**config.mk**
```make
export PLATFORM = sky130hd
export DESIGN_NAME = vga_frame_reader
export DESIGN_NICKNAME = d
export VERILOG_FILES = /design/src/rtl/vga_frame_reader.sv
export SDC_FILE = /design/constraint.sdc
export NUM_CORES = 1
export LEC_CHECK = 0
export BUFFER_PORTS_ARGS = -buffer_cell sky130_fd_sc_hd__buf_2
export CORE_MARGIN = 2
export CORE_UTILIZATION = 62
export CTS_BUF_LIST = sky130_fd_sc_hd__clkbuf_16
export DETAILED_ROUTE_END_ITERATION = 8
export GPL_TIMING_DRIVEN = 0
export PLACE_DENSITY = 0.91
export SLEW_MARGIN = 25
export SYNTH_ARGS = -nofsm -noshare
export SYNTH_HDL_FRONTEND = slang
export SYNTH_SLANG_ARGS = --single-unit
```
**constraint.sdc**
```tcl
create_clock -name clk -period 4.85 [get_ports clk]
set_clock_uncertainty 0.15 [all_clocks]
set_input_delay 0.2425 -clock clk [delete_from_list [all_inputs] [get_ports clk]]
set_output_delay 0.2425 -clock clk [all_outputs]
set_load 0.02 [all_outputs]
```
**src/rtl/vga_frame_reader.sv**
```systemverilog
// vga_frame_reader
//   Frame-buffer read side of the display path. A clock-enable divider
//   produces the pixel strobe. Free-running h/v counters generate VGA timing
//   and read the stored image row-major from a synchronous RAM. A two-stage
//   pipeline presents the pixel value, sync and blanking. All presented
//   outputs change together, two clks after the strobe for that pixel.
//
// Ports
//   clk          in   system clock
//   rst_n        in   asynchronous reset, active low
//   rd_data      in   RAM read data, valid 1 clk after rd_en
//   rd_en        out  one-clk read request (coincides with pix_ce)
//   rd_addr      out  read address, valid while rd_en=1
//   pix_ce       out  one-clk pixel strobe, once every DIV clks
//   hsync        out  horizontal sync, SYNC_POL active
//   vsync        out  vertical sync, SYNC_POL active
//   video_on     out  1 inside the active area
//   pixel_x      out  horizontal position of the presented pixel
//   pixel_y      out  vertical position of the presented pixel
//   pixel_out    out  pixel value, 0 outside the image window
//   frame_start  out  one-clk pulse when pixel (0,0) is presented

module vga_frame_reader #(
  parameter int unsigned DIV      = 2,
  parameter int unsigned H_ACTIVE = 640,
  parameter int unsigned H_FP     = 16,
  parameter int unsigned H_SYNC   = 96,
  parameter int unsigned H_BP     = 48,
  parameter int unsigned V_ACTIVE = 480,
  parameter int unsigned V_FP     = 10,
  parameter int unsigned V_SYNC   = 2,
  parameter int unsigned V_BP     = 33,
  parameter int unsigned SYNC_POL = 0,
  parameter int unsigned IMG_W    = 256,
  parameter int unsigned IMG_H    = 256,
  parameter int unsigned ADDR_W   = 16,
  parameter int unsigned PIX_W    = 8,
  parameter int unsigned CNT_W    = 10
) (
  input  logic              clk,
  input  logic              rst_n,
  input  logic [PIX_W-1:0]  rd_data,
  output logic              rd_en,
  output logic [ADDR_W-1:0] rd_addr,
  output logic              pix_ce,
  output logic              hsync,
  output logic              vsync,
  output logic              video_on,
  output logic [CNT_W-1:0]  pixel_x,
  output logic [CNT_W-1:0]  pixel_y,
  output logic [PIX_W-1:0]  pixel_out,
  output logic              frame_start
);

  localparam int unsigned H_TOTAL = H_ACTIVE + H_FP + H_SYNC + H_BP;
  localparam int unsigned V_TOTAL = V_ACTIVE + V_FP + V_SYNC + V_BP;
  localparam int unsigned HS_BEG  = H_ACTIVE + H_FP;
  localparam int unsigned HS_END  = HS_BEG + H_SYNC;
  localparam int unsigned VS_BEG  = V_ACTIVE + V_FP;
  localparam int unsigned VS_END  = VS_BEG + V_SYNC;
  localparam int unsigned DIV_W   = (DIV > 2) ? $clog2(DIV) : 1;
  localparam logic        SYNC_ACT = 1'(SYNC_POL != 0);

  // Configuration sanity check
  if (DIV < 2 || IMG_W > H_ACTIVE || IMG_H > V_ACTIVE) begin : g_cfg_check
    $error("vga_frame_reader: invalid configuration (DIV<2 or image larger than active area)");
  end

  // Divider, timing counters and read address
  logic [DIV_W-1:0]  r_div;
  logic              r_pix_ce;
  logic [CNT_W-1:0]  r_h;
  logic [CNT_W-1:0]  r_v;
  logic [ADDR_W-1:0] r_addr;
  logic              r_rd_en;
  logic [ADDR_W-1:0] r_rd_addr;

  // Stage 1: decode of the strobed (h,v)
  logic              r_s1_vld;
  logic              r_s1_von;
  logic              r_s1_hs;
  logic              r_s1_vs;
  logic              r_s1_img;
  logic              r_s1_frame;
  logic [CNT_W-1:0]  r_s1_x;
  logic [CNT_W-1:0]  r_s1_y;

  // Stage 2: presented outputs
  logic              r_hsync;
  logic              r_vsync;
  logic              r_video_on;
  logic [CNT_W-1:0]  r_pixel_x;
  logic [CNT_W-1:0]  r_pixel_y;
  logic [PIX_W-1:0]  r_pixel_out;
  logic              r_frame_start;

  logic w_div_last;
  logic w_h_last;
  logic w_v_last;
  logic w_video_on;
  logic w_in_img;
  logic w_hs_act;
  logic w_vs_act;
  logic w_frame0;

  // Decode of the current counter position
  assign w_div_last = (r_div == DIV_W'(DIV - 1));
  assign w_h_last   = (r_h == CNT_W'(H_TOTAL - 1));
  assign w_v_last   = (r_v == CNT_W'(V_TOTAL - 1));
  assign w_video_on = (r_h < CNT_W'(H_ACTIVE)) && (r_v < CNT_W'(V_ACTIVE));
  assign w_in_img   = (r_h < CNT_W'(IMG_W)) && (r_v < CNT_W'(IMG_H));
  assign w_hs_act   = (r_h >= CNT_W'(HS_BEG)) && (r_h < CNT_W'(HS_END));
  assign w_vs_act   = (r_v >= CNT_W'(VS_BEG)) && (r_v < CNT_W'(VS_END));
  assign w_frame0   = (r_h == '0) && (r_v == '0);

  always_ff @(posedge clk or negedge rst_n) begin
    if (!rst_n) begin
      r_div         <= '0;
      r_pix_ce      <= 1'b0;
      r_h           <= '0;
      r_v           <= '0;
      r_addr        <= '0;
      r_rd_en       <= 1'b0;
      r_rd_addr     <= '0;
      r_s1_vld      <= 1'b0;
      r_s1_von      <= 1'b0;
      r_s1_hs       <= ~SYNC_ACT;
      r_s1_vs       <= ~SYNC_ACT;
      r_s1_img      <= 1'b0;
      r_s1_frame    <= 1'b0;
      r_s1_x        <= '0;
      r_s1_y        <= '0;
      r_hsync       <= ~SYNC_ACT;
      r_vsync       <= ~SYNC_ACT;
      r_video_on    <= 1'b0;
      r_pixel_x     <= '0;
      r_pixel_y     <= '0;
      r_pixel_out   <= '0;
      r_frame_start <= 1'b0;
    end else begin
      // The strobe is registered off the last divider count, so it is high
      // while the divider sits at 0 and the first one lands DIV clks after reset.
      r_div    <= w_div_last ? '0 : r_div + DIV_W'(1);
      r_pix_ce <= w_div_last;

      // Read request is launched alongside the strobe; h/v are stable on
      // this edge because they only move on strobe edges.
      r_rd_en <= w_div_last && w_in_img;
      if (w_div_last && w_in_img) begin
        r_rd_addr <= r_addr;
        r_addr    <= r_addr + ADDR_W'(1);
      end

      r_s1_vld <= r_pix_ce;
      if (r_pix_ce) begin
        r_s1_von   <= w_video_on;
        r_s1_hs    <= w_hs_act ? SYNC_ACT : ~SYNC_ACT;
        r_s1_vs    <= w_vs_act ? SYNC_ACT : ~SYNC_ACT;
        r_s1_img   <= w_in_img;
        r_s1_frame <= w_frame0;
        r_s1_x     <= r_h;
        r_s1_y     <= r_v;

        // Raster advance; the image is never in view at the frame wrap,
        // so the address clear cannot collide with an increment.
        if (w_h_last) begin
          r_h <= '0;
          if (w_v_last) begin
            r_v    <= '0;
            r_addr <= '0;
          end else begin
            r_v <= r_v + CNT_W'(1);
          end
        end else begin
          r_h <= r_h + CNT_W'(1);
        end
      end

      // Stage 2 coincides with RAM data for the read launched with the strobe
      if (r_s1_vld) begin
        r_hsync     <= r_s1_hs;
        r_vsync     <= r_s1_vs;
        r_video_on  <= r_s1_von;
        r_pixel_x   <= r_s1_x;
        r_pixel_y   <= r_s1_y;
        r_pixel_out <= r_s1_img ? rd_data : '0;
      end
      r_frame_start <= r_s1_vld && r_s1_frame;
    end
  end

  assign rd_en       = r_rd_en;
  assign rd_addr     = r_rd_addr;
  assign pix_ce      = r_pix_ce;
  assign hsync       = r_hsync;
  assign vsync       = r_vsync;
  assign video_on    = r_video_on;
  assign pixel_x     = r_pixel_x;
  assign pixel_y     = r_pixel_y;
  assign pixel_out   = r_pixel_out;
  assign frame_start = r_frame_start;

endmodule

```
==> flow_summary.toml <==
[critical_path]
crit_path_cell_trace = "buf_6, nor4_2, nand2_1, clkbuf_1, xor2_1, nor2_1"
critPathArrivalTime_ns = 3.08
cp-startpoint = "r_v[9]"
path_buf_inv = 2
reg2reg_to = "r_addr[0]"
reg2reg_from = "r_v[9]"
r2r_slack_ns = 1.93
ff2ff_path_depth = 6
cp.required_ns = 5.02
critPathLaunchType = "flop"
cp_slowest_cell = "nor4_2"
cp_top_family = "simple AND/OR/NAND/NOR gates"
cp-end-kind = "flop"
crit_type = "flop to flop"
cpPeakStageDelay_ns = 0.84
path_max_fanout = 10

[layout]
diodes = 0
area_growth_pct = 22.5
drive_gt1_share_pct = 32.8
nets = 496

[detailed_routing]
post_drt_wl_per_cell_um = 17.9
ant_nets = 0
finalWirelength_um = 10700
vias = 3571
avgViaCountPerCell = 5.99
drt_pass1_iterations = 5
drc = 0
drt-initial-drc-count = 332

[power]
p_seq_share_pct = 45.2
max-vdd-ir-drop_v = 0.000299
power_mw = 2.10
p_int_mw = 1.65
switching_share_pct = 21.5
p_comb_share_pct = 2.0
leakage_nw = 2.81
clkPwrFrac_pct = 52.8
power_density_nw_per_um2 = 359
p_switching_uw = 451

[sta]
fin_crit_ns = 2.92
hold_viol = 0
rsz0062_at_grt = "no"
worstMarginPinSlew_ns = 0.984
slew_violations = 0
max_freq_mhz = 343
finalSetupViolCount = 0
fin_crit_sh_pct = 60.1
slew-limit-headroom_pct = 33.8
setup_tns_ns = 0

[placement]
place_hpwl_um = 6340
gp_congestion = 0.847
port_buffers = 59

[flow_run]
maxCapViolCount = 0

[yosys]
avgSynthCellArea_um2 = 12.2
synth_cell_types = 38
netlist_instances = 393
yosysSeqAreaShare_pct = 59.3
yosys-top-cells-area = "dfrtp_1, mux2_2, nand3_1"
netlist.top_cell.by_area = "dfrtp_1"
ys_seq_elements = 113
yosysWarningCount = 0
async_flop_share_pct = 100
yosys.cell_count.top_type = "dfrtp_1"
synth_edf_count = 0
syn_area_um2 = 4780
synth_common_cells = "dfrtp_1, mux2_2, nand3_1"
syn-num-nets = 408
synthFlopType = "dfrtp_1"
synth_top_area_share_pct = 57.1

[die]
die_w_um = 91.8
io_pins = 60
rows = 32
die_area_um2 = 8430
die_y_um = 91.8
start_util_pct = 62.8
core_um2 = 7610

[clock_network]
cts_tree = "yes"
clock_path_buffers = 2
clkSlewWorstSetupHoldPaths_ns = 0.05
insertion_delay_ns = 0.41
cts_htree_levels = 4
post_cts_resized = 0
cts_num_sinks = 113
cts_buffers = 17
clockRootBuffer = "clkbuf_16"

[global_routing]
track_usage_pct = 27.5
grt_pass1_vias = 3503
grt-ovfl-total = 0
antenna_found_initial = 0
grt_pass1_wl_um = 17700
grt_max_degree = 77

[hold_path]
hold_path_class = "input pin to asynchronous set/reset pin"

[run_status]
status = "completed"
## placed cells by master (no fill, tap or decap), types with 8 or more instances in the layout
cell / Yosys / routed
a21oi_1: 8 / 8
buf_2: 1 / 59
clkbuf_1: 19 / 19
clkbuf_16: 0 / 17
dfrtp_1: 109 / 109
dlygate4sd3_1: 0 / 9
inv_1: 16 / 18
mux2_2: 60 / 60
nand2_1: 15 / 15
nand3_1: 25 / 25
nand4_1: 16 / 16
nor2_1: 21 / 21
o21ai_0: 16 / 16
xnor2_1: 13 / 13
xor2_1: 9 / 9
## layer usage
layer | vias to the layer above | routed length (um) | track usage (%)
met1 | 1776 | 4470 | 36.7
met4 | 0 | 340 | 12.3
met2 | 181 | 5210 | 42.3
met5 | - | 0 | 0
li1 | 1572 | - | -
met3 | 42 | 656 | 7.89
## worst max path at each step
stage | end | slack, ns | cells after the start
4_1_cts | r_addr[0] | 2.01 | 6
6_report | r_addr[0] | 1.93 | 6
3_3_place_gp | pixel_y[3] | 2.19 | 1
5_1_grt | r_addr[0] | 1.76 | 6
3_5_place_dp | rd_addr[9] | 2.14 | 5
2_1_floorplan | r_addr[13] | 2.64 | 7
## layout make-up
class | count | area (um^2)
plain buffers | 25 | 118
clock buffers | 17 | 425
clock inverters | 15 | 104
fillers | 443 | 1750
inverters | 16 | 60.1
multi-input cells | 239 | 1770
flip-flops and latches | 113 | 2830
well taps | 102 | 128
repair buffers | 69 | 419
## logic make-up (layout without fill, tap and decap cells)
| logic type | Yosys count | after routing | synth area share [%] |
|---|---|---|---|
| AOI/OAI and AO/OA | 31 | 31 | 3.61 |
| xor gates and xnor gates | 22 | 22 | 4.03 |
| adders and majority gates | 5 | 5 | 1.31 |
| buffers and inverters | 41 | 142 | 3.72 |
| DFF | 113 | 113 | 59.3 |
| muxes | 60 | 60 | 14.1 |
| and+or+nand+nor | 121 | 121 | 13.9 |
## repair_timing
action,in CTS,in global routing
hold endpoints to repair,79,0
hold buffers,9,0
setup buffers,0,0
setup endpoints to repair,0,0
## power by group through the flow
stage / Combinational, mW / Sequential [mW] / Clock [mW]
3_5_place_dp: 0.0378 / 0.965 / 0
6_report: 0.0426 / 0.949 / 1.11
2_1_floorplan: 0.00362 / 0.970 / 0
4_1_cts: 0.0435 / 0.949 / 1.11
3_3_place_gp: 0.0331 / 0.965 / 0
5_1_grt: 0.0485 / 0.949 / 1.17
## metrics by stage
step / setup WS (ns) / util (%) / hold slack [ns] / cell area, um^2 / instances
after floorplan: 2.64 / - / -0.203 / 4780 / 393
after global placement: 2.19 / 68.4 / 0.213 / 5200 / 554
after detailed placement: 2.14 / 68.8 / 0.0204 / 5240 / 555
after CTS: 2.01 / 77.0 / 0.157 / 5860 / 596
after global routing: 1.76 / 77.0 / 0.194 / 5860 / 596
final: 1.93 / 77.0 / 0.152 / 5860 / 596
## flip-flops by register name, indices dropped and copies added, names as in the netlist, 8 cells and up
| signal | count |
|---|---|
| r_s1_x | 10 |
| r_addr | 16 |
| r_v | 10 |
| rd_addr | 16 |
| pixel_x | 10 |
| pixel_y | 10 |
| r_s1_y | 10 |
| r_h | 10 |
| pixel_out | 8 |
(Power assumes the default switching activity.)
